`src/rtl/swd_host_engine_if.sv`:
```
// Command/response bundle between an SWD host engine and its client.
// The cmd_lrst field exists only when SWD_LINE_RESET_EN is defined.
interface swd_host_engine_if;
    logic        cmd_valid;
    logic        cmd_ready;
    logic        cmd_apndp;
    logic        cmd_rnw;
    logic [1:0]  cmd_addr;
    logic [31:0] cmd_wdata;
`ifdef SWD_LINE_RESET_EN
    logic        cmd_lrst;
`endif
    logic        rsp_valid;
    logic [2:0]  rsp_ack;
    logic [31:0] rsp_rdata;
    logic        rsp_perr;

`ifdef SWD_LINE_RESET_EN
    modport master (output cmd_valid, cmd_apndp, cmd_rnw, cmd_addr, cmd_wdata, cmd_lrst,
                    input  cmd_ready, rsp_valid, rsp_ack, rsp_rdata, rsp_perr);
    modport slave  (input  cmd_valid, cmd_apndp, cmd_rnw, cmd_addr, cmd_wdata, cmd_lrst,
                    output cmd_ready, rsp_valid, rsp_ack, rsp_rdata, rsp_perr);
`else
    modport master (output cmd_valid, cmd_apndp, cmd_rnw, cmd_addr, cmd_wdata,
                    input  cmd_ready, rsp_valid, rsp_ack, rsp_rdata, rsp_perr);
    modport slave  (input  cmd_valid, cmd_apndp, cmd_rnw, cmd_addr, cmd_wdata,
                    output cmd_ready, rsp_valid, rsp_ack, rsp_rdata, rsp_perr);
`endif
endinterface

```
`src/rtl/swd_host_engine.sv`:
```
// SWD host engine: runs one SWD read/write transaction per accepted command.
// Optional SWD_LINE_RESET_EN adds cmd_lrst, issuing a 56-bit line reset instead.
module swd_host_engine #(
    parameter int CLK_DIV   = 4,
    parameter int IDLE_BITS = 2
) (
    input  logic             clk,
    input  logic             rst,
    swd_host_engine_if.slave bus,
    output logic             swclk,
    output logic             swd_o,
    output logic             swd_oe,
    input  logic             swd_i
);
    localparam logic [3:0] S_IDLE  = 4'd0;
    localparam logic [3:0] S_REQ   = 4'd1;
    localparam logic [3:0] S_TRN1  = 4'd2;
    localparam logic [3:0] S_ACK   = 4'd3;
    localparam logic [3:0] S_RDATA = 4'd4;
    localparam logic [3:0] S_TRN2  = 4'd5;
    localparam logic [3:0] S_WDATA = 4'd6;
    localparam logic [3:0] S_TAIL  = 4'd7;
`ifdef SWD_LINE_RESET_EN
    localparam logic [3:0] S_LRST  = 4'd8;
`endif
    localparam logic [3:0] S_DONE  = 4'd9;

    localparam logic [8:0] DIV_RISE  = 9'(CLK_DIV - 1);
    localparam logic [8:0] DIV_END   = 9'(2 * CLK_DIV - 1);
    localparam logic [5:0] TAIL_LAST = 6'(IDLE_BITS - 1);

    logic [3:0]  state, state_n;
    logic [8:0]  div;
    logic [5:0]  bit_cnt, bit_cnt_n;
    logic        cmd_ready, rsp_valid, rsp_perr;
    logic [2:0]  rsp_ack;
    logic [31:0] rsp_rdata;
    logic        apndp_q, rnw_q;
    logic [1:0]  addr_q;
    logic [31:0] wdata_q;
    logic [2:0]  ack_sr;
    logic [31:0] rdata_sr;
    logic        rpar_q;
    logic [7:0]  req_word;
    logic        ack_ok, rd_ok, drv_oe, drv_o;
    logic [3:0]  start_state;

    assign bus.cmd_ready = cmd_ready;
    assign bus.rsp_valid = rsp_valid;
    assign bus.rsp_ack   = rsp_ack;
    assign bus.rsp_rdata = rsp_rdata;
    assign bus.rsp_perr  = rsp_perr;

    // Wire order is LSB-first: start, APnDP, RnW, A2, A3, parity, stop, park.
    assign req_word = {1'b1, 1'b0, apndp_q ^ rnw_q ^ addr_q[0] ^ addr_q[1],
                       addr_q[1], addr_q[0], rnw_q, apndp_q, 1'b1};
    assign ack_ok   = (ack_sr == 3'b001);
    assign rd_ok    = ack_ok && rnw_q;

`ifdef SWD_LINE_RESET_EN
    assign start_state = bus.cmd_lrst ? S_LRST : S_REQ;
`else
    assign start_state = S_REQ;
`endif

    // Next state/bit index, evaluated at the end of the current bit.
    always_comb begin
        state_n   = state;
        bit_cnt_n = bit_cnt + 6'd1;
        case (state)
            S_REQ:   if (bit_cnt == 6'd7)  begin state_n = S_TRN1; bit_cnt_n = '0; end
            S_TRN1:  begin state_n = S_ACK; bit_cnt_n = '0; end
            S_ACK:   if (bit_cnt == 6'd2)  begin state_n = rd_ok ? S_RDATA : S_TRN2; bit_cnt_n = '0; end
            S_RDATA: if (bit_cnt == 6'd32) begin state_n = S_TRN2; bit_cnt_n = '0; end
            S_TRN2:  begin state_n = (ack_ok && !rnw_q) ? S_WDATA : S_TAIL; bit_cnt_n = '0; end
            S_WDATA: if (bit_cnt == 6'd32) begin state_n = S_TAIL; bit_cnt_n = '0; end
`ifdef SWD_LINE_RESET_EN
            S_LRST:  if (bit_cnt == 6'd55) begin state_n = S_TAIL; bit_cnt_n = '0; end
`endif
            S_TAIL:  if (bit_cnt == TAIL_LAST) begin state_n = S_DONE; bit_cnt_n = '0; end
            default: ;
        endcase
    end

    // Pad drive for the bit that is about to start.
    always_comb begin
        drv_oe = 1'b1;
        drv_o  = 1'b1;
        case (state_n)
            S_REQ:                         drv_o  = req_word[bit_cnt_n[2:0]];
            S_TRN1, S_ACK, S_RDATA, S_TRN2: drv_oe = 1'b0;
            S_WDATA: drv_o = bit_cnt_n[5] ? ^wdata_q : wdata_q[bit_cnt_n[4:0]];
            S_TAIL:                        drv_o  = 1'b0;
            default: ;
        endcase
    end

    always_ff @(posedge clk) begin
        if (rst) begin
            state     <= S_IDLE;
            div       <= '0;
            bit_cnt   <= '0;
            swclk     <= 1'b1;
            swd_oe    <= 1'b1;
            swd_o     <= 1'b1;
            cmd_ready <= 1'b0;
            rsp_valid <= 1'b0;
            rsp_ack   <= '0;
            rsp_rdata <= '0;
            rsp_perr  <= 1'b0;
            apndp_q   <= 1'b0;
            rnw_q     <= 1'b0;
            addr_q    <= '0;
            wdata_q   <= '0;
            ack_sr    <= '0;
            rdata_sr  <= '0;
            rpar_q    <= 1'b0;
        end else begin
            case (state)
                S_IDLE: begin
                    if (cmd_ready && bus.cmd_valid) begin
                        apndp_q   <= bus.cmd_apndp;
                        rnw_q     <= bus.cmd_rnw;
                        addr_q    <= bus.cmd_addr;
                        wdata_q   <= bus.cmd_wdata;
                        ack_sr    <= '0;
                        rdata_sr  <= '0;
                        rpar_q    <= 1'b0;
                        state     <= start_state;
                        bit_cnt   <= '0;
                        div       <= '0;
                        cmd_ready <= 1'b0;
                        // First bit of both REQ and LRST is a 1.
                        swclk     <= 1'b0;
                        swd_oe    <= 1'b1;
                        swd_o     <= 1'b1;
                    end else begin
                        cmd_ready <= 1'b1;
                    end
                end
                S_DONE: begin
                    rsp_valid <= 1'b0;
                    cmd_ready <= 1'b1;
                    state     <= S_IDLE;
                end
                default: begin
                    if (div == DIV_END) begin
                        div     <= '0;
                        state   <= state_n;
                        bit_cnt <= bit_cnt_n;
                        if (state_n == S_DONE) begin
                            rsp_valid <= 1'b1;
                            rsp_ack   <= ack_sr;
                            rsp_rdata <= rd_ok ? rdata_sr : '0;
                            rsp_perr  <= rd_ok & (rpar_q ^ (^rdata_sr));
                            swd_oe    <= 1'b1;
                            swd_o     <= 1'b1;
                        end else begin
                            swclk  <= 1'b0;
                            swd_oe <= drv_oe;
                            swd_o  <= drv_o;
                        end
                    end else begin
                        div <= div + 9'd1;
                        if (div == DIV_RISE) begin
                            swclk <= 1'b1;
                            if (state == S_ACK)
                                ack_sr <= {swd_i, ack_sr[2:1]};
                            if (state == S_RDATA) begin
                                if (bit_cnt[5]) rpar_q   <= swd_i;
                                else            rdata_sr <= {swd_i, rdata_sr[31:1]};
                            end
                        end
                    end
                end
            endcase
        end
    end
endmodule

```
`src/flat_wrapper.sv`:
```
// flat-port wrapper written by rule: the top's interface ports become plain ports
module swd_host_engine_flat 
#(
    parameter int CLK_DIV   = 4,
    parameter int IDLE_BITS = 2
)
  (clk, rst, swclk, swd_o, swd_oe, swd_i, bus_cmd_valid, bus_cmd_apndp, bus_cmd_rnw, bus_cmd_addr, bus_cmd_wdata, bus_cmd_ready, bus_rsp_valid, bus_rsp_ack, bus_rsp_rdata, bus_rsp_perr);
  swd_host_engine_if bus_i ();
  input  logic clk;
  input  logic rst;
  output logic swclk;
  output logic swd_o;
  output logic swd_oe;
  input  logic swd_i;
  input wire logic [$bits(bus_i.cmd_valid)-1:0] bus_cmd_valid;
  input wire logic [$bits(bus_i.cmd_apndp)-1:0] bus_cmd_apndp;
  input wire logic [$bits(bus_i.cmd_rnw)-1:0] bus_cmd_rnw;
  input wire logic [$bits(bus_i.cmd_addr)-1:0] bus_cmd_addr;
  input wire logic [$bits(bus_i.cmd_wdata)-1:0] bus_cmd_wdata;
  output wire logic [$bits(bus_i.cmd_ready)-1:0] bus_cmd_ready;
  output wire logic [$bits(bus_i.rsp_valid)-1:0] bus_rsp_valid;
  output wire logic [$bits(bus_i.rsp_ack)-1:0] bus_rsp_ack;
  output wire logic [$bits(bus_i.rsp_rdata)-1:0] bus_rsp_rdata;
  output wire logic [$bits(bus_i.rsp_perr)-1:0] bus_rsp_perr;
  assign bus_i.cmd_valid = bus_cmd_valid;
  assign bus_i.cmd_apndp = bus_cmd_apndp;
  assign bus_i.cmd_rnw = bus_cmd_rnw;
  assign bus_i.cmd_addr = bus_cmd_addr;
  assign bus_i.cmd_wdata = bus_cmd_wdata;
  assign bus_cmd_ready = bus_i.cmd_ready;
  assign bus_rsp_valid = bus_i.rsp_valid;
  assign bus_rsp_ack = bus_i.rsp_ack;
  assign bus_rsp_rdata = bus_i.rsp_rdata;
  assign bus_rsp_perr = bus_i.rsp_perr;
  swd_host_engine #(.CLK_DIV(CLK_DIV), .IDLE_BITS(IDLE_BITS)) u_core (.clk(clk), .rst(rst), .bus(bus_i), .swclk(swclk), .swd_o(swd_o), .swd_oe(swd_oe), .swd_i(swd_i));
endmodule
```
`config.mk`:
```
export PLATFORM = sky130hd
export DESIGN_NAME = swd_host_engine_flat
export DESIGN_NICKNAME = d
export VERILOG_FILES = /design/src/rtl/swd_host_engine_if.sv /design/src/rtl/swd_host_engine.sv /design/src/flat_wrapper.sv
export SDC_FILE = /design/constraint.sdc
export NUM_CORES = 1
export LEC_CHECK = 0
export ABC_AREA = 1
export BUFFER_PORTS_ARGS = -buffer_cell sky130_fd_sc_hd__buf_4
export CAP_MARGIN = 40
export CORE_AREA = 2 2 140 142
export DETAILED_ROUTE_END_ITERATION = 16
export DIE_AREA = 0 0 142 144
export PLACE_DENSITY_LB_ADDON = 0.05
export SLEW_MARGIN = 20
export SYNTH_ARGS = -nofsm -noshare
export SYNTH_HDL_FRONTEND = slang
export SYNTH_SLANG_ARGS = --single-unit
```
`constraint.sdc`:
```
create_clock -name clk -period 2.7 [get_ports clk]
set_input_delay 0.54 -clock clk [delete_from_list [all_inputs] [get_ports clk]]
set_output_delay 0.54 -clock clk [all_outputs]
set_load 0.005 [all_outputs]
```
==> results by group <==
Run status
  • Status: finished clean

Clock network
  • Sinks on the clock net: 132
  • Total of hold buffers inserted after clock tree synthesis: 0
  • Clock root cell: clkbuf_16
  • CTS tree: built
  • Latest clock arrival within the worst-skew pair: 430 ps
  • Buffers from clock root to sink, at most: 2
  • Clock Pin Slew Worst Setup and Hold Paths: 60 ps
  • Number of buffers added by the clock tree synthesis step: 17
  • Level count of the clock H-tree: 4

Drt
  • Drt wl/cell: 14.3 um
  • Number of violations reported at the end of detailed-routing iteration 0: 335
  • Via density: 4.87
  • Number of nets with antenna violations after detailed routing: 0
  • Drt first pass iters: 4
  • Via count: 5,918
  • Drt drc: 0
  • Final wirelength: 17,400 um

GRT
  • Overflow left after global routing: 0
  • Wire length of the first global-routing pass: 28,900 um
  • Global-route met1 utilization: 24.0%
  • Met3 routing resource usage after global routing: 4.01%
  • Initial antenna violation count: 0
  • Most Crowded Layer GR: met2
  • Maximum number of pins on one net before global-route repair: 47
  • Via count of the first global-routing pass: 5,613
  • Tot GR Track Use: 17.8%
  • Met2 track utilization from global routing: 28.3%

Floorplanning
  • Number of top-level pins: 81
  • Die width: 142 um
  • Die ar.: 0.0204 mm2
  • Site Rows: 51
  • Std-Cell Core Area: 0.0191 mm2
  • Effective utilization at floorplan: 34.0%
  • Y dimension of the die: 144 um

Run
  • Max-cap violations: 0

Timing
  • Final worst setup slack: 298 ps
  • Max Clock Skew: 18.6 ps
  • Setup repair after global routing missed its margin: false
  • F_max: 0.416 GHz
  • Setup Viol. Count Final: 0
  • Slew at the pin closest to its max-slew limit: 491 ps
  • Number of slew-limit violations in the final report: 0
  • Worst relative slew slack: 67.3%
  • Final period utilization: 89.0%
  • Final hold violation count: 0
  • Final-layout setup total negative slack: 0 ps
  • Min Tclk post-route: 2400 ps
  • Hold WS: 383 ps

Placed design
  • Routability congestion estimate from global placement: 0.853
  • # port buffers: 80
  • Worst slack at placement: 251 ps
  • Placed inst area: 0.00736 mm2
  • DP HPWL: 12,100 um
  • Post-Place Cells: 1,181

Logic synthesis
  • Netlist area before placement: 0.00648 mm2
  • Async SR Flop Fraction: 0%
  • Gate count after technology mapping: 887
  • Nets in the synthesized netlist: 932
  • Number of register bits inferred by synthesis: 132
  • Most instantiated flip-flop cell in the synthesis netlist: dfxtp_1
  • Mean area per synthesized cell: 7.31 um2
  • Count of different cell masters after synthesis: 40
  • Number of warnings issued by yosys: 0
  • Number of flops mapped to enable cells by yosys: 0
  • Post-synthesis sequential area ratio: 40.8%

Worst hold path
  • Hold path cells: 3
  • Tightest Hold Check Type: primary input to flip-flop

Power
  • Maximum vdd drop: 0.574 mV
  • Power spent charging and discharging nets: 0.00235 W
  • Sequential cell fraction of total power: 35.1%
  • Relative contribution of the clock network to total power: 34.9%
  • Leakage power of the design: 3.02 nW
  • Internal power: 0.00405 W
  • Portion of total power attributed to combinational logic: 30.0%
  • Power per Cell Area: 806 mW/mm2
  • Sw Share: 36.7%

Critical path
  • Maximum net fanout on the critical path: 11
  • Worst setup EP type: flip-flop
  • Arrival time of the worst setup path: 2720 ps
  • Worst Reg-to-Reg Cells: 18
  • Required time of the critical path: 3010 ps
  • Type of origin of the critical path: flip-flop
  • Kind of critical path: flip-flop to flip-flop

Cells and area
  • Share of post-route cells with drive strength above 1: 16.7%
  • Diodes inserted: 0
  • Final cell count without fillers: 1,215
  • Design Area, Final: 0.00794 mm2
  • Signed area change from the synthesized netlist to the final layout: 22.6%
  • Number of nets in the layout: 1,009
area by class of cell:
| class | count | area [um2] |
|---|---|---|
| Timing Repair Buffer | 103 | 773 |
| Sequential cell | 132 | 2640 |
| Clock buffer | 19 | 443 |
| Inverter | 89 | 339 |
| Tap cell | 238 | 298 |
| Fill cell | 2033 | 11100 |
| Multi-Input combinational cell | 621 | 3330 |
| Clock inverter | 13 | 123 |
cell families (layout without fill, tap and decap cells):
kind of cell / after synthesis / after routing / synth area share (%)
buffers and inverters: 134 / 224 / 8.01
flip-flops: 132 / 132 / 40.8
AND/OR/NAND/NOR: 352 / 352 / 24.9
adder cells (fa/ha/maj): 5 / 5 / 0.965
XOR/XNOR: 69 / 69 / 9.33
AO/OA/AOI/OAI: 195 / 195 / 16.0
flip-flops by register name, indices dropped and copies added (netlist names), 2 cells and up:
signal,flops
u_core.bus.rsp_rdata,32
u_core.wdata_q,32
u_core.ack_sr,3
u_core.bit_cnt,6
u_core.bus.rsp_ack,3
u_core.rdata_sr,32
u_core.div,9
u_core.state,4
u_core.addr_q,2
synth_stat cells, types with 2 or more instances:
cell type  count  share of area [%]
nand3_1       91                7.0
dfxtp_1      132                 41
a21oi_2        2               0.27
nor2_2         5               0.48
xnor2_1       48                6.5
o21ai_0       50                3.9
nand4_1       33                3.2
a21oi_1      126                9.7
o22ai_1        3               0.29
xor2_1        21                2.8
nor2_1        48                2.8
nor4_1         3               0.29
nand2_1      151                8.7
buf_2          5               0.39
a32o_1         2               0.31
a31oi_1        2               0.19
o21ai_2        2               0.27
inv_1         82                4.8
inv_2          5               0.29
nor3_1         8               0.62
nand2_4        2               0.35
nand2_2        5               0.48
nand3_2        3               0.46
clkbuf_1      38                2.2
ha_1           5               0.97
path summary, 6_finish.rpt:
check                                        startpoint                       to  slack [ps]
worst max register to register        u_core.bit_cnt[0]             u_core.swd_o         300
worst min-delay path                  bus_cmd_wdata[21]       u_core.wdata_q[21]         380
worst min register to register  u_core.bus.rsp_rdata[7]  u_core.bus.rsp_rdata[7]         460
worst max-delay path                  u_core.bit_cnt[0]             u_core.swd_o         300
cell usage in the layout (no fill, tap or decap), drive strengths merged, types with 7 or more instances in the layout:
cell and count:
xor2 21, dfxtp 132, a21oi 128, clkbuf 19, clkinv 7, xnor2 48, nand4 33, buf 103
nand3 94, nor2 53, nand2 158, nor3 9, o21ai 53, inv 93
metrics by stage:
step	utilization, %	power, W
floorplan	-	0.00369
global placement	38.6	0.00422
detailed placement	38.6	0.00422
CTS	41.5	0.00647
global route	41.6	0.00680
finish	41.6	0.00640
worst max-delay path, cell delays in order (launching register included):
cell and delay, ps:
dfxtp_1 460, inv_4 130, ha_1 220, nand2_1 70, inv_1 40, nand3_1 80
nand2_1 80, nand2_1 90, inv_2 40, nand3_1 90, nand2_2 180, inv_1 250
nand3_1 110, nand3_1 70, nand3_1 90, nand3_1 90, nand3_1 80, nand2_1 80
a21oi_2 50
timing repair:
item,4_1_cts,5_1_grt
buffers inserted,0,2
setup endpoints to repair,0,1
hold endpoints to repair,0,0
resized for setup,0,2
metal layers:
metal	routed length [um]	part of all wire, %
met1	8720	50
met5	0	0
met3	665	3.8
met4	210	1.2
met2	7810	45
power groups by stage:
stage / registers (W) / logic, W / clock network (W)
after floorplan: 0.00225 / 0.00144 / 0
after global placement: 0.00229 / 0.00194 / 0
after detailed placement: 0.00229 / 0.00193 / 0
after CTS: 0.00224 / 0.00194 / 0.00229
after global routing: 0.00227 / 0.00214 / 0.00239
final: 0.00224 / 0.00192 / 0.00223
Power figures use the tool's default switching activity.
